--- config.mk ---
export PLATFORM = sky130hd
export DESIGN_NAME = tlb_translate
export DESIGN_NICKNAME = d
export VERILOG_FILES = /design/src/rtl/tlb_pkg.sv /design/src/rtl/tlb_cam.sv /design/src/rtl/tlb_translate.sv
export SDC_FILE = /design/constraint.sdc
export NUM_CORES = 1
export LEC_CHECK = 0
export CAP_MARGIN = 20
export CORE_MARGIN = 2
export CORE_UTILIZATION = 45
export CTS_CLUSTER_SIZE = 14
export DETAILED_ROUTE_END_ITERATION = 6
export DONT_BUFFER_PORTS = 1
export GPL_TIMING_DRIVEN = 0
export PLACE_DENSITY = 0.71
export SLEW_MARGIN = 20
export SYNTH_ARGS = -nofsm -noshare
export SYNTH_HDL_FRONTEND = slang
export SYNTH_SLANG_ARGS = --single-unit
--- constraint.sdc ---
create_clock -name clk -period 2.79 [get_ports clk]
set_input_delay 0.279 -clock clk [delete_from_list [all_inputs] [get_ports clk]]
set_output_delay 0.279 -clock clk [all_outputs]
set_load 0.1 [all_outputs]
--- src/rtl/tlb_pkg.sv ---
// Shared types and default geometry for the translation stage in front of the cache.
// The default widths give 12-bit VPNs and 6-bit PPNs, so {PPN, offset} forms a 10-bit cache address.
package tlb_pkg;

  localparam int VA_W      = 16;
  localparam int PA_W      = 10;
  localparam int OFF_W     = 4;
  localparam int N_ENTRIES = 4;

  localparam int VPN_W = VA_W - OFF_W;
  localparam int PPN_W = PA_W - OFF_W;

  typedef enum logic [1:0] {
    IDLE  = 2'd0,
    WALK  = 2'd1,
    RESP  = 2'd2,
    FAULT = 2'd3
  } state_t;

  typedef struct packed {
    logic             valid;
    logic [VPN_W-1:0] vpn;
    logic [PPN_W-1:0] ppn;
  } tlb_entry_t;

endpackage

--- src/rtl/tlb_cam.sv ---
// Fully associative VPN->PPN store with one write port and a combinational lookup.
// When several entries match, the lowest index wins. A flush clears every valid bit and takes priority over a write.
module tlb_cam
  import tlb_pkg::*;
#(
  parameter int ENTRIES = N_ENTRIES
) (
  input  logic                       clk,
  input  logic                       rst_n,
  input  logic                       i_flush,
  input  logic [VPN_W-1:0]           i_lookup_vpn,
  output logic                       o_hit,
  output logic [PPN_W-1:0]           o_hit_ppn,
  output logic [$clog2(ENTRIES)-1:0] o_hit_index,
  input  logic                       i_wr_en,
  input  logic [$clog2(ENTRIES)-1:0] i_wr_idx,
  input  tlb_entry_t                 i_wr_entry
);

  localparam int IDX_W = $clog2(ENTRIES);

  logic [ENTRIES-1:0] r_valid;
  logic [VPN_W-1:0]   r_vpn [ENTRIES];
  logic [PPN_W-1:0]   r_ppn [ENTRIES];

  always_ff @(posedge clk or negedge rst_n) begin
    if (!rst_n) begin
      r_valid <= '0;
    end else if (i_flush) begin
      r_valid <= '0;
    end else if (i_wr_en) begin
      r_valid[i_wr_idx] <= i_wr_entry.valid;
    end
  end

  // NOTE: only the valid bits are reset; tag/data contents are don't-care while invalid,
  // so they live in a reset-free block and can map onto plain storage.
  always_ff @(posedge clk) begin
    if (i_wr_en) begin
      r_vpn[i_wr_idx] <= i_wr_entry.vpn;
      r_ppn[i_wr_idx] <= i_wr_entry.ppn;
    end
  end

  // Scan from the top down so the lowest matching index is the one that sticks.
  always_comb begin
    o_hit       = 1'b0;
    o_hit_ppn   = '0;
    o_hit_index = '0;
    for (int i = ENTRIES - 1; i >= 0; i--) begin
      if (r_valid[i] && (r_vpn[i] == i_lookup_vpn)) begin
        o_hit       = 1'b1;
        o_hit_ppn   = r_ppn[i];
        o_hit_index = IDX_W'(i);
      end
    end
  end

endmodule

--- src/rtl/tlb_translate.sv ---
// Translation stage in front of the cache: TLB lookup, page-table walk on miss, round-robin refill.
// Define TLB_STATS_EN to add saturating hit/miss/fault counters as extra outputs.
module tlb_translate
  import tlb_pkg::*;
#(
  parameter int VA_WIDTH     = VA_W,
  parameter int PA_WIDTH     = PA_W,
  parameter int OFFSET_WIDTH = OFF_W,
  parameter int ENTRIES      = N_ENTRIES
) (
  input  logic                             clk,
  input  logic                             rst_n,
  input  logic                             cpu_req,
  input  logic [VA_WIDTH-1:0]              cpu_vaddr,
  input  logic                             cpu_write,
  input  logic [31:0]                      cpu_write_data,
  input  logic                             tlb_flush,
  output logic                             busy,
  output logic [PA_WIDTH-1:0]              cache_address,
  output logic                             cache_write,
  output logic [31:0]                      cache_write_data,
  output logic                             tlb_end,
  output logic                             tlb_fault,
`ifdef TLB_STATS_EN
  output logic [15:0]                      hit_count,
  output logic [15:0]                      miss_count,
  output logic [15:0]                      fault_count,
`endif
  output logic                             pt_req,
  output logic [VA_WIDTH-OFFSET_WIDTH-1:0] pt_vpn,
  input  logic                             pt_ack,
  input  logic                             pt_valid,
  input  logic [PA_WIDTH-OFFSET_WIDTH-1:0] pt_ppn
);

  localparam int IDX_W = $clog2(ENTRIES);

  state_t                  r_state;
  state_t                  w_next_state;

  logic [VPN_W-1:0]        r_vpn;
  logic [OFFSET_WIDTH-1:0] r_offset;
  logic                    r_write;
  logic [31:0]             r_wdata;
  logic [IDX_W-1:0]        r_rr;

  logic [PA_WIDTH-1:0]     r_cache_address;
  logic                    r_cache_write;
  logic [31:0]             r_cache_write_data;

  logic                    w_accept;
  logic                    w_cam_hit;
  logic                    w_hit;
  logic [PPN_W-1:0]        w_hit_ppn;
  logic [IDX_W-1:0]        w_unused_hit_index;
  logic                    w_walk_ack;
  logic                    w_fill;
  logic                    w_fault_ack;
  tlb_entry_t              w_fill_entry;

  assign w_accept    = (r_state == IDLE) && cpu_req;
  // A flush in the lookup cycle forces a miss even if the stale entry still matches.
  assign w_hit       = w_cam_hit && !tlb_flush;
  assign w_walk_ack  = (r_state == WALK) && pt_ack;
  assign w_fill      = w_walk_ack && pt_valid;
  assign w_fault_ack = w_walk_ack && !pt_valid;

  assign w_fill_entry = '{valid: 1'b1, vpn: r_vpn, ppn: pt_ppn};

  tlb_cam #(
    .ENTRIES (ENTRIES)
  ) u_cam (
    .clk          (clk),
    .rst_n        (rst_n),
    .i_flush      (tlb_flush),
    .i_lookup_vpn (cpu_vaddr[VA_WIDTH-1:OFFSET_WIDTH]),
    .o_hit        (w_cam_hit),
    .o_hit_ppn    (w_hit_ppn),
    .o_hit_index  (w_unused_hit_index),
    .i_wr_en      (w_fill),
    .i_wr_idx     (r_rr),
    .i_wr_entry   (w_fill_entry)
  );

  always_ff @(posedge clk or negedge rst_n) begin
    if (!rst_n) begin
      r_state <= IDLE;
    end else begin
      r_state <= w_next_state;
    end
  end

  // NOTE: every combinational output gets a default before the case so no path can infer a latch.
  always_comb begin
    w_next_state = r_state;
    case (r_state)
      IDLE:    if (cpu_req) w_next_state = w_hit ? RESP : WALK;
      WALK:    if (pt_ack)  w_next_state = pt_valid ? RESP : FAULT;
      RESP:    w_next_state = IDLE;
      FAULT:   w_next_state = IDLE;
      default: w_next_state = IDLE;
    endcase
  end

  always_comb begin
    busy      = (r_state != IDLE);
    pt_req    = (r_state == WALK);
    pt_vpn    = (r_state == WALK) ? r_vpn : '0;
    tlb_end   = (r_state == RESP) || (r_state == FAULT);
    tlb_fault = (r_state == FAULT);
  end

  always_ff @(posedge clk or negedge rst_n) begin
    if (!rst_n) begin
      r_vpn    <= '0;
      r_offset <= '0;
      r_write  <= 1'b0;
      r_wdata  <= '0;
    end else if (w_accept) begin
      r_vpn    <= cpu_vaddr[VA_WIDTH-1:OFFSET_WIDTH];
      r_offset <= cpu_vaddr[OFFSET_WIDTH-1:0];
      r_write  <= cpu_write;
      r_wdata  <= cpu_write_data;
    end
  end

  // The replacement pointer advances on every successful walk, even when a concurrent flush drops the fill.
  always_ff @(posedge clk or negedge rst_n) begin
    if (!rst_n) begin
      r_rr <= '0;
    end else if (w_fill) begin
      r_rr <= r_rr + 1'b1;
    end
  end

  // Cache-facing outputs load only when a response is produced and hold until the next one.
  always_ff @(posedge clk or negedge rst_n) begin
    if (!rst_n) begin
      r_cache_address    <= '0;
      r_cache_write      <= 1'b0;
      r_cache_write_data <= '0;
    end else if (w_accept && w_hit) begin
      r_cache_address    <= {w_hit_ppn, cpu_vaddr[OFFSET_WIDTH-1:0]};
      r_cache_write      <= cpu_write;
      r_cache_write_data <= cpu_write_data;
    end else if (w_fill) begin
      r_cache_address    <= {pt_ppn, r_offset};
      r_cache_write      <= r_write;
      r_cache_write_data <= r_wdata;
    end else if (w_fault_ack) begin
      r_cache_address    <= '0;
      r_cache_write      <= 1'b0;
      r_cache_write_data <= r_wdata;
    end
  end

  assign cache_address    = r_cache_address;
  assign cache_write      = r_cache_write;
  assign cache_write_data = r_cache_write_data;

`ifdef TLB_STATS_EN
  always_ff @(posedge clk or negedge rst_n) begin
    if (!rst_n) begin
      hit_count   <= '0;
      miss_count  <= '0;
      fault_count <= '0;
    end else begin
      if (w_accept && w_hit && (hit_count != 16'hFFFF))
        hit_count <= hit_count + 16'd1;
      if (w_accept && !w_hit && (miss_count != 16'hFFFF))
        miss_count <= miss_count + 16'd1;
      if (w_fault_ack && (fault_count != 16'hFFFF))
        fault_count <= fault_count + 16'd1;
    end
  end
`endif

endmodule
==> metrics.md <==
| Metric | Value |
|---|---|
| GR Overflow Total | 0 |
| Pwr dens | 1269 nW/um^2 |
| CTS root buf | clkbuf_16 |
| Asr flop ratio synth | 58.14% |
| Hold Crit Class | in2reg |
| Placed inst area | 7515 um^2 |
| Synth cell types | 36 |
| Worst-path clk slew | 0.06 ns |
| Worst-Skew Late Latency | 0.43 ns |
| Max frequency | 368.3 MHz |
| Top cell type by total area after synthesis | dfrtp_1 |
| Max-Slew Margin vs Limit | between 30% and 40% |
| Setup CP Type | reg2out |
| Routed Antenna Nets | 0 |
| Reg2reg setup slack | about 0.18 ns |
| Final non-filler cell area | ~8600 um^2 |
| Total core area | about 16000 um^2 |
| Synth warn | 0 |
| Commonest cells after routing, fill and taps aside | dfrtp_1 (100), edfxtp_1 (72), nand2_1 (66) |
| Mean Syn Cell Area | 12.98 um^2 |
| Post-synth EDFFs | between 70 and 80 |
| Vias post-DR | 4654 |
| Slew Limit Fails | 0 |
| Share of cells above drive strength 1 | a little under a fifth |
| Clk_skew | 0.009437 ns |
| Wire length on met3 | approximately 1400 um |
| Most common cell after layout, fill and taps aside | dfrtp_1 |
| Total wire length | around 17000 um |
| DR top layer | met4 |
| H-tree depth | 4 |
| Top cells by area, synth | dfrtp_1 (35%), edfxtp_1 (30%), mux2_2 (7.6%) |
| Startpoint types | register |
| N_diodes | 0 |
| CP required | about 2.5 ns |
| Nets | 689 |
| Cell Area, Synth | 7242 um^2 |
| Setup TNS | 0 ns |
| Seq/Total Area, Yosys | between 60 and 70% |
| Row cnt | 46 |
| DR vias/cell | between 5 and 6 |
| Initial DRC Count | 320 |
| Vias in the first global route | slightly below 5000 |
| Hold violation count in the final report | 0 |
| WL/cell | 20.35 um |
| Die H | 130.9 um |
| Hold slack | 0.01891 ns |
| VDD IR max | between 0.0008 and 0.0009 V |
| Global-route wire length before repair | approximately 26000 um |
| Post-Route M1 WL | around 7300 um |
| Routed wl met2 | around 8500 um |
| Total CTS buffers | 17 |
| Starting density of the core | between 40% and 50% |
| Clock net sink count | between 150 and 200 |
| RSZ-0062 raised after global routing | yes |
| CP endpoint kind | output pin |
| Cell count after synthesis | around 560 |
| Worst Tran Pin Value | about 1.0 ns |
| Crit-path max FO | 10 |
| Critical path arrival | 2.44 ns |
| Lkg Pwr | between 0.003 and 0.004 uW |
| Global Route Usage Sum | 21.05% |
| Status | finished, final reports clean |
| Detailed placement HPWL | 11230 um |
| Post-synthesis register bit count | roughly 170 |
| Die Wd | about 130 um |
| Most used DFF post-synth | dfrtp_1 |
| Largest net degree at the start of global routing | slightly above 100 |
| Pre-antenna DRT Iters | 5 |
| Initial antenna violation count | 1 |
| Syn_nets | ~620 |
| Final setup viols | 0 |
| CTS tree | done |
| # DRC | 0 |
| Utilization after layout | between 50% and 60% |
| Tcrit/Tclk final | between 90% and 100% |
| Layout area overhead | 18.80% |
| Worst-case clock buffer depth | 2 |
| Max-cap violations | 0 |
| Die area | approximately 17000 um^2 |
| Share of the synthesized area in the top cell type | 34.55% |
| Top-Level Pins | between 100 and 150 |
| IO buf count | 0 |
| Final min period | ~2.7 ns |
| Gpl congestion | 0.7516 |
sequential cells by signal, summed over array words and instances (netlist names):
register	cells
r_write	1
u_cam.r_ppn	24
cache_write_data	32
r_offset	4
u_cam.r_valid	4
u_cam.r_vpn	48
r_rr	2
cache_address	10
cache_write	1
r_wdata	32
r_state	2
r_vpn	12
per-layer routing:
metal  GRT usage (%)  up-vias
li1                -     2120
met1           27.14     2343
met2           33.70      173
met3           7.492       18
met4           6.508        0
met5               0        -
what timing repair did:
| action | in CTS | in global routing |
|---|---|---|
| setup endpoints to repair | 48 | 53 |
| resized for setup | 15 | 3 |
| pin swaps | 0 | 1 |
| hold endpoints to repair | 184 | 1 |
| hold buffers | 46 | 1 |
| setup buffers | 0 | 0 |
kinds of logic after synthesis:
group	Yosys count	share of synthesized area (%)
adders and majority gates	4	0.6911
xor gates and xnor gates	49	5.926
DFF	172	64.41
AOI/OAI and AO/OA	57	6.151
and+or+nand+nor	180	12.16
buffers and inverters	47	3.041
muxes	49	7.619
power breakdown:
group / switching (uW) / internal [uW] / leakage (uW) / total [uW]
clock: 969 / 1320 / 0.000272 / 2290
sequential: 2690 / 3460 / 0.00187 / 6150
combinational: 1600 / 877 / 0.00126 / 2480
stage by stage:
step	instances	power (uW)	setup slack, ns
2_1_floorplan	558	7993	0.4041
3_3_place_gp	774	8408	0.04140
3_5_place_dp	774	8537	-0.001144
4_1_cts	852	10950	0.001452
5_1_grt	853	11330	-0.04202
6_report	853	10920	0.07458
cell usage after synthesis (2+ instances only):
cell,number
dfrtp_1,100
edfxtp_1,72
nand2_1,66
mux2_2,49
nor2_1,35
xnor2_1,27
and2_1,24
clkbuf_1,24
xor2_1,22
a31oi_1,19
a221o_1,15
and3_1,15
buf_2,13
nand3_1,13
nand4_1,11
o21ai_0,8
a41o_1,5
inv_1,5
nor4_1,5
a21oi_1,4
ha_1,4
buf_6,3
nor3_1,3
a22oi_1,2
and4_1,2
nor2b_1,2
area by class of cell:
type	instances	area, um^2
tap	216	270.3
buffer	42	206.4
inverter	5	18.77
timing repair buffer	47	488.0
sequential	172	4664
fill	1274	7224
clock inverter	14	143.9
clock buffer	18	429.2
multi-input combinational	339	2382
worst max-delay path, stage by stage, from the launching register on:
cell and delay (ns):
dfrtp_1 0.41, nor2b_1 0.14, clkbuf_1 0.37, clkbuf_4 0.51, and2_2 0.56
final timing paths:
kind                               startpoint                    to  depth (start not counted)
min reg2reg                  u_cam.r_valid[1]      u_cam.r_valid[1]                          2
min in group asynchronous               rst_n            r_wdata[8]                          2
max                                r_state[1]             pt_vpn[6]                          4
max reg2reg                 u_cam.r_vpn[3][9]  cache_write_data[28]                          8
max in group asynchronous               rst_n              r_vpn[5]                          2
min                        cpu_write_data[11]  cache_write_data[11]                          2
No activity file was read; power rests on OpenSTA's default activity.
==> variant (same settings) <==
Set the package constant `N_ENTRIES` to 8 (it was 4).
--- a/src/rtl/tlb_pkg.sv
+++ b/src/rtl/tlb_pkg.sv
@@ -6,5 +6,5 @@
   localparam int PA_W      = 10;
   localparam int OFF_W     = 4;
-  localparam int N_ENTRIES = 4;
+  localparam int N_ENTRIES = 8;
 
   localparam int VPN_W = VA_W - OFF_W;
Behaviour: same outputs for any inputs over 4 cycles, from zero or initial values and one cycle with rst_n low; that may be too few to reach the edited logic, so the function may still have changed.
==> variant against the original RTL <==
Sequential cell count rose by 77. Fmax fell by 0.39%. Total power rose by 23%. Non-clock buffer count rose by 23. Routed wire length rose by 54%. Setup slack got worse by 11 ps. Design area rose by 46%. Synthesized area rose by 46%. Critical path type is now reg -> reg.
==> variant: results (changes against the original RTL) <==
critical_path:
  worstPathArrival_ps: 3120  # +680 ps
  crit_slowest_cell: "or4_1"
  slowest_delay_ps: 590  # +30 ps
  rr_startpoint: "u_cam.r_vpn[0][9]"
yosys:
  synth-seq-area-share: 0.659  # +0.0154
  async_flop_share: 0.422  # -0.160
  synth_edf_count: 144  # +100%
  synth_nets: 899  # +44%
global_routing:
  grtUsageMet1: 0.294  # +0.0223
  grt_pass1_wl_mm: 40.9  # +54%
  grt_use_total: 0.217  # +0.00703
  grt_max_degree: 106  # +5.0%
  grt_pass1_vias: 7136  # +47%
route:
  met1_length_mm: 10.8  # +48%
  firstDrtPassIters: 6  # +1
  wire_per_inst_um: 21.2  # +3.9%
  vias: 7048  # +51%
clocking:
  ctsResizeCount: 27  # +12
  cts_buffer_depth: 3  # +1
  clk_latency_ps: 520  # +90 ps
  cts_buffers: 24  # +7
  cts.htree.levels: 1  # -3
worst_hold_path:
  min_to: "cache_write_data[14]"
  min-delay-start: "cpu_write_data[14]"
final_layout:
  layout.cells.non_filler: 1264  # +48%
timing:
  clock-skew-final_ps: 17.1  # +7.67 ps
  whs_ps: 13.6  # -5.27 ps
power_and_ir_drop:
  ir_worst_vdd_v: 0.000949  # +6.3%
  p_leak_nw: 5.01  # +47%
  p_comb_mw: 2.83  # +14%
  p_int_mw: 7.47  # +32%
status:
  status: "finished clean"
placed_design:
  place_ws_ps: -648  # -647 ps
-- variant: worst register-to-register path, stage by stage, from the launching register on --
cell and delay (ps):
edfxtp_1 420, xnor2_2 280, nand4_1 120, or4_1 590, clkbuf_1 230, a41oi_4 270
o22ai_4 150, buf_6 190, a221o_1 360
-- variant: how the worst max path moves through the flow --
stage	cells past startpoint	startpoint	slack [ps]	end
3_5_place_dp	7	r_state[0]	-650	u_cam.r_vpn[6][3]
4_1_cts	7	u_cam.r_vpn[7][8]	10	cache_write_data[30]
3_3_place_gp	5	r_state[0]	-1970	u_cam.r_vpn[1][10]
2_1_floorplan	5	r_state[0]	-310	u_cam.r_ppn[4][0]
6_report	8	u_cam.r_vpn[0][9]	60	cache_write_data[26]
5_1_grt	8	u_cam.r_vpn[3][6]	-20	cache_address[7]
-- variant: layout make-up --
class,count,area (um2)
buffer,45,260
clock inverter,6,57.6
timing repair buffer,67,699
sequential,249,6950
clock buffer,38,694
tap,319,399
fill,1917,10700
inverter,4,15.0
multi-input combinational,536,3520
-- variant: stage by stage --
step	area (um2)	setup TNS (ps)	power, mW
detailed placement	11100	-56770	10.1
floorplan	10600	-18040	9.31
global placement	11000	-238770	9.95
global route	12600	-21.4	13.9
CTS	12500	0	13.4
finish	12600	0	13.4
-- variant: kinds of logic (layout without fill, tap and decap cells) --
family / Yosys count / in the layout / synth area share
and+or+nand+nor: 330 / 330 / 0.144
DFF: 249 / 249 / 0.659
xor gates and xnor gates: 98 / 98 / 0.0821
AOI/OAI and AO/OA: 96 / 96 / 0.0767
buffers and inverters: 52 / 160 / 0.0256
muxes: 11 / 11 / 0.0104
adders and majority gates: 1 / 1 / 0.00119
